===== src/rtl/reg_file_mp_pkg.sv =====
// reg_file_mp_pkg: shared defaults, FSM encoding and zero-register index for reg_file_mp.
package reg_file_mp_pkg;
    localparam int RF_XLEN             = 32;
    localparam int REG_FILE_ADDR_WIDTH = 5;
    localparam int RF_ZERO_REG         = 0;
    typedef enum logic {
        RF_CLEAR = 1'b0,
        RF_RUN   = 1'b1
    } rf_state_e;
endpackage


===== src/rtl/reg_file_rd_port.sv =====
// reg_file_rd_port: one asynchronous read port with zero/clear masking.
// Same-cycle write bypass is compiled in with REG_FILE_BYPASS_EN.
module reg_file_rd_port import reg_file_mp_pkg::*; #(
    parameter int XLEN       = RF_XLEN,
    parameter int ADDR_WIDTH = REG_FILE_ADDR_WIDTH,
    parameter int NUM_WR     = 1
) (
    input  logic [ADDR_WIDTH-1:0]        i_rs,
    input  logic [XLEN-1:0]              i_mem,
    input  logic                         i_run,
`ifdef REG_FILE_BYPASS_EN
    input  logic [NUM_WR-1:0]            i_we,
    input  logic [NUM_WR*ADDR_WIDTH-1:0] i_rd,
    input  logic [NUM_WR*XLEN-1:0]       i_wd,
`endif
    output logic [XLEN-1:0]              o_data
);
    logic [XLEN-1:0] w_val;
`ifdef REG_FILE_BYPASS_EN
    // Later ports override earlier ones, matching write priority.
    always_comb begin
        w_val = i_mem;
        for (int j = 0; j < NUM_WR; j++)
            if (i_we[j] && i_rd[j*ADDR_WIDTH +: ADDR_WIDTH] != ADDR_WIDTH'(RF_ZERO_REG) &&
                i_rd[j*ADDR_WIDTH +: ADDR_WIDTH] == i_rs)
                w_val = i_wd[j*XLEN +: XLEN];
    end
`else
    assign w_val = i_mem;
`endif
    assign o_data = (!i_run || i_rs == ADDR_WIDTH'(RF_ZERO_REG)) ? '0 : w_val;
endmodule


===== src/rtl/reg_file_mp.sv =====
// reg_file_mp: multi-port register file with post-reset clear sweep and ready flag.
// Optional same-cycle write-to-read bypass via REG_FILE_BYPASS_EN.
module reg_file_mp import reg_file_mp_pkg::*; #(
    parameter int XLEN       = RF_XLEN,
    parameter int ADDR_WIDTH = REG_FILE_ADDR_WIDTH,
    parameter int NUM_RD     = 2,
    parameter int NUM_WR     = 1
) (
    input  logic                         clk,
    input  logic                         rst,
    input  logic [NUM_RD*ADDR_WIDTH-1:0] rs,
    output logic [NUM_RD*XLEN-1:0]       data,
    input  logic [NUM_WR-1:0]            we,
    input  logic [NUM_WR*ADDR_WIDTH-1:0] rd,
    input  logic [NUM_WR*XLEN-1:0]       wd,
    output logic                         ready
);
    localparam int DEPTH = 2**ADDR_WIDTH;

    logic [XLEN-1:0]       r_mem [DEPTH];
    rf_state_e             r_state, w_next;
    logic [ADDR_WIDTH-1:0] r_clr_ptr;

    always_comb begin
        w_next = r_state;
        if (r_state == RF_CLEAR && r_clr_ptr == ADDR_WIDTH'(DEPTH-1))
            w_next = RF_RUN;
    end

    always_ff @(posedge clk) begin
        if (rst) begin
            r_state   <= RF_CLEAR;
            r_clr_ptr <= '0;
        end else begin
            r_state   <= w_next;
            if (r_state == RF_CLEAR)
                r_clr_ptr <= r_clr_ptr + ADDR_WIDTH'(1);
        end
    end

    // Storage has no reset; the sweep zeroes one entry per cycle instead.
    always_ff @(posedge clk) begin
        if (!rst && r_state == RF_CLEAR)
            r_mem[r_clr_ptr] <= '0;
        else if (!rst)
            for (int j = 0; j < NUM_WR; j++)
                if (we[j] && rd[j*ADDR_WIDTH +: ADDR_WIDTH] != ADDR_WIDTH'(RF_ZERO_REG))
                    r_mem[rd[j*ADDR_WIDTH +: ADDR_WIDTH]] <= wd[j*XLEN +: XLEN];
    end

    assign ready = (r_state == RF_RUN);

    genvar i;
    generate
        for (i = 0; i < NUM_RD; i++) begin : g_rd
            reg_file_rd_port #(
                .XLEN       (XLEN),
                .ADDR_WIDTH (ADDR_WIDTH),
                .NUM_WR     (NUM_WR)
            ) u_port (
                .i_rs   (rs[i*ADDR_WIDTH +: ADDR_WIDTH]),
                .i_mem  (r_mem[rs[i*ADDR_WIDTH +: ADDR_WIDTH]]),
                .i_run  (ready),
`ifdef REG_FILE_BYPASS_EN
                .i_we   (we),
                .i_rd   (rd),
                .i_wd   (wd),
`endif
                .o_data (data[i*XLEN +: XLEN])
            );
        end
    endgenerate
endmodule


===== config.mk =====
export PLATFORM = sky130hd
export DESIGN_NAME = reg_file_mp
export DESIGN_NICKNAME = d
export VERILOG_FILES = /design/src/rtl/reg_file_mp_pkg.sv /design/src/rtl/reg_file_rd_port.sv /design/src/rtl/reg_file_mp.sv
export SDC_FILE = /design/constraint.sdc
export NUM_CORES = 1
export LEC_CHECK = 0
export BUFFER_PORTS_ARGS = -buffer_cell sky130_fd_sc_hd__buf_4
export CORE_MARGIN = 2
export CORE_UTILIZATION = 41
export DETAILED_ROUTE_END_ITERATION = 10
export GPL_TIMING_DRIVEN = 0
export SETUP_SLACK_MARGIN = 0.4
export SLEW_MARGIN = 20
export SYNTH_ARGS = -nofsm -noshare
export SYNTH_HDL_FRONTEND = slang
export SYNTH_SLANG_ARGS = --single-unit

===== constraint.sdc =====
create_clock -name clk -period 8.64 [get_ports clk]
set_input_delay 0.864 -clock clk [delete_from_list [all_inputs] [get_ports clk]]
set_output_delay 0.864 -clock clk [all_outputs]
set_load 0.05 [all_outputs]

==> impl_metrics.yaml <==
global_routing:
  grt_max_degree: 33
  grt.total_usage_pct: 29.72
  grt_pass1_wl_mm: 243.4
  grt_antenna_before_repair: 5
  grt_pass1_vias: 29530
  grt_overflow_total: 0
floorplan:
  chipHeight_um: 347.1
  row_count: 125
  initial_core_util_pct: 41.43
  die-area_mm2: 0.1205
  num_io_pins: 115
  die_w_um: 347.1
  core_mm2: 0.1165
yosys:
  syn_area_mm2: 0.04827
  ys_ff_latch: 1030
  synth_top_area_cell: "edfxtp_1"
  yosysWarningCount: 0
  ys.flop_type: "edfxtp_1"
  synth_top_area_share_pct: 63.70
  synthArstFlopShare_pct: 0
  syn_inst: 2470
  avgSynthCellArea_um2: 19.54
  yosysUniqueCellTypes: 48
  seq_area_frac_synth_pct: 63.95
  synthTopCellsByArea: "edfxtp_1, mux4_2, mux2i_1"
  synth_edf_count: 1024
  synth_nets: 2522
route:
  routedWlPerCell_um: 40.06
  drt_wl_total_mm: 179.9
  wl_met3_mm: 22.88
  dr.max_layer_used: "met5"
  drt-met1-wl_mm: 67.62
  vias: 29630
  avgViaCountPerCell: 6.599
  drtIter0Drc: 4750
  drc_errors: 0
  firstDrtPassIters: 6
  wl_met2_mm: 79.57
  ant_nets: 0
clock_tree:
  root_buffer: "clkbuf_16"
  cts.reportedPaths.clkPinSlew_ns: 0.06
  htree_levels: 3
  cts_sinks: 1030
  cts_tree: "yes"
  cts_buffers: 109
  hold_buffers: 0
  clk_latency_ns: 0.72
  clockBufferDepth: 3
  postCtsSetupRepairBufs: 0
  cts_resized: 0
setup_path:
  crit_type: "input port to output port"
  ff2ff_path_depth: 9
  r2r_slack_ns: 4.70
  critPathRequiredTime_ns: 7.78
  crit_fanout: 10
  cp-start-kind: "input port"
  reg2reg_to: "r_mem[14][5]"
  worstPathArrival_ns: 4.47
  cp-end-kind: "output port"
  r2r_start: "ready"
sta:
  finClkSkew_ns: 0.02595
  setup_slack_ns: 3.307
  hold_viol_final: 0
  rsz0062_at_grt: "no"
  fmax_mhz: 187.5
  finalCritPeriodShare_pct: 61.72
  maxSlewHeadroom_pct: 9.138
  worstMarginPinSlew_ns: 1.363
  layout_min_cycle_time_ns: 5.333
  drv_slew: 0
  setup_violations: 0
  fin_tns_setup_ns: 0
power:
  switching_share_pct: 22.77
  ir_drop_uv: 172.0
  power.internal_uw: 8723
  pwr-share-clk_pct: 44.6
  power_frac_comb_pct: 7.0
  powerDensity_mw_per_mm2: 199.1
  p_leak_uw: 0.01781
  pwr-share-seq_pct: 48.4
  switchingPower_uw: 2572
  power.total_uw: 11300
final_layout:
  areaGrowthSynthToFinish_pct: 17.55
  mostFrequentLayoutCells: "edfxtp_1, mux4_2, mux2i_1"
  layout-drive-gt1-share_pct: 39.20
  final_nets: 2913
  final_common_cell: "edfxtp_1"
placement:
  port_buffers: 108
  place.gp.congestion: 1.128
  place_ws_ns: 3.756
  post-dp-hpwl_mm: 133.1
min_path:
  whs_endpoint: "r_clr_ptr[1]"
  hold_depth: 2
  worstHoldPathType: "input port to flop"
  min_from: "rst"
flow_run:
  maxCapViolCount: 0
run_status:
  status: "complete, no violations"
-- power by group through the flow --
stage / Clock (uW) / Sequential (uW) / Combinational (uW)
floorplan: 0 / 5570 / 460
global placement: 0 / 5580 / 743
detailed placement: 0 / 5570 / 766
CTS: 5050 / 5460 / 768
global route: 5250 / 5470 / 804
finish: 5040 / 5470 / 788
-- metrics by stage --
step                      hold slack [ns]  instance area, um2  cells  util, %
final                              0.5604               56740   4490    48.70
after global routing               0.5888               56710   4478    48.67
after CTS                          0.5264               56700   4478    48.66
after detailed placement           0.5883               52880   4274    45.38
after global placement             0.5508               50990   4102    43.76
after floorplan                    0.5155               48270   2470        -
-- metal layers --
| layer | track usage [%] | up-vias |
|---|---|---|
| met5 | 0 | - |
| met4 | 14.50 | 6 |
| met3 | 9.740 | 290 |
| met2 | 43.96 | 2142 |
| met1 | 39.62 | 15738 |
| li1 | - | 11454 |
-- worst max path at each step --
stage	from	end	cells past startpoint	slack [ns]
2_1_floorplan	rst	r_mem[24][0]	4	4.07
3_3_place_gp	rd[0]	r_mem[5][12]	6	0.77
3_5_place_dp	rs[7]	data[51]	8	3.76
4_1_cts	rs[7]	data[51]	8	3.75
5_1_grt	rs[7]	data[52]	8	3.49
6_report	rs[7]	data[51]	8	3.31
-- layout make-up --
type	instances	area, um2
fillers	9396	59770
flip-flops and latches	1030	30870
multi-input cells	1243	16530
clock buffers	121	2836
repair buffers	280	2496
well taps	1524	1907
plain buffers	194	1080
clock inverters	83	984.7
diodes	12	30.03
inverters	3	11.26
-- flip-flops by register name, indices dropped and copies added (netlist names) --
register   flops
ready          1
r_mem       1024
r_clr_ptr      5
-- cell usage after synthesis, types with 6 or more instances --
| library cell | n |
|---|---|
| nor2_1 | 16 |
| edfxtp_1 | 1024 |
| mux2_2 | 40 |
| nand3_1 | 38 |
| a211o_1 | 22 |
| o221ai_1 | 34 |
| buf_1 | 15 |
| mux4_2 | 440 |
| o22ai_1 | 32 |
| buf_2 | 73 |
| dfxtp_1 | 6 |
| nand2_1 | 45 |
| buf_4 | 26 |
| clkbuf_1 | 57 |
| nand4_1 | 7 |
| o22a_1 | 26 |
| a31oi_1 | 22 |
| and2_1 | 34 |
| a22oi_1 | 53 |
| a21oi_1 | 19 |
| nor2b_1 | 26 |
| nor3_1 | 44 |
| a211oi_1 | 10 |
| mux2i_1 | 287 |
| or2_2 | 18 |
| buf_6 | 20 |
-- kinds of logic after synthesis --
| group | share of synthesized area, % |
|---|---|
| flip-flops | 63.95 |
| multiplexers | 27.55 |
| AND/OR/NAND/NOR | 2.649 |
| AO/OA/AOI/OAI | 3.486 |
| buffers and inverters | 2.258 |
| XOR/XNOR | 0.05444 |
| adder cells (fa/ha/maj) | 0.05183 |
-- worst max-delay path, stage by stage --
cell     delay [ns]
buf_2          0.25
buf_2          0.41
buf_2          0.50
buf_2          0.50
mux2_2         0.44
o22ai_1        1.04
nor3_1         0.16
buf_4          0.27
Note: power is estimated with default switching activity, not from simulation.
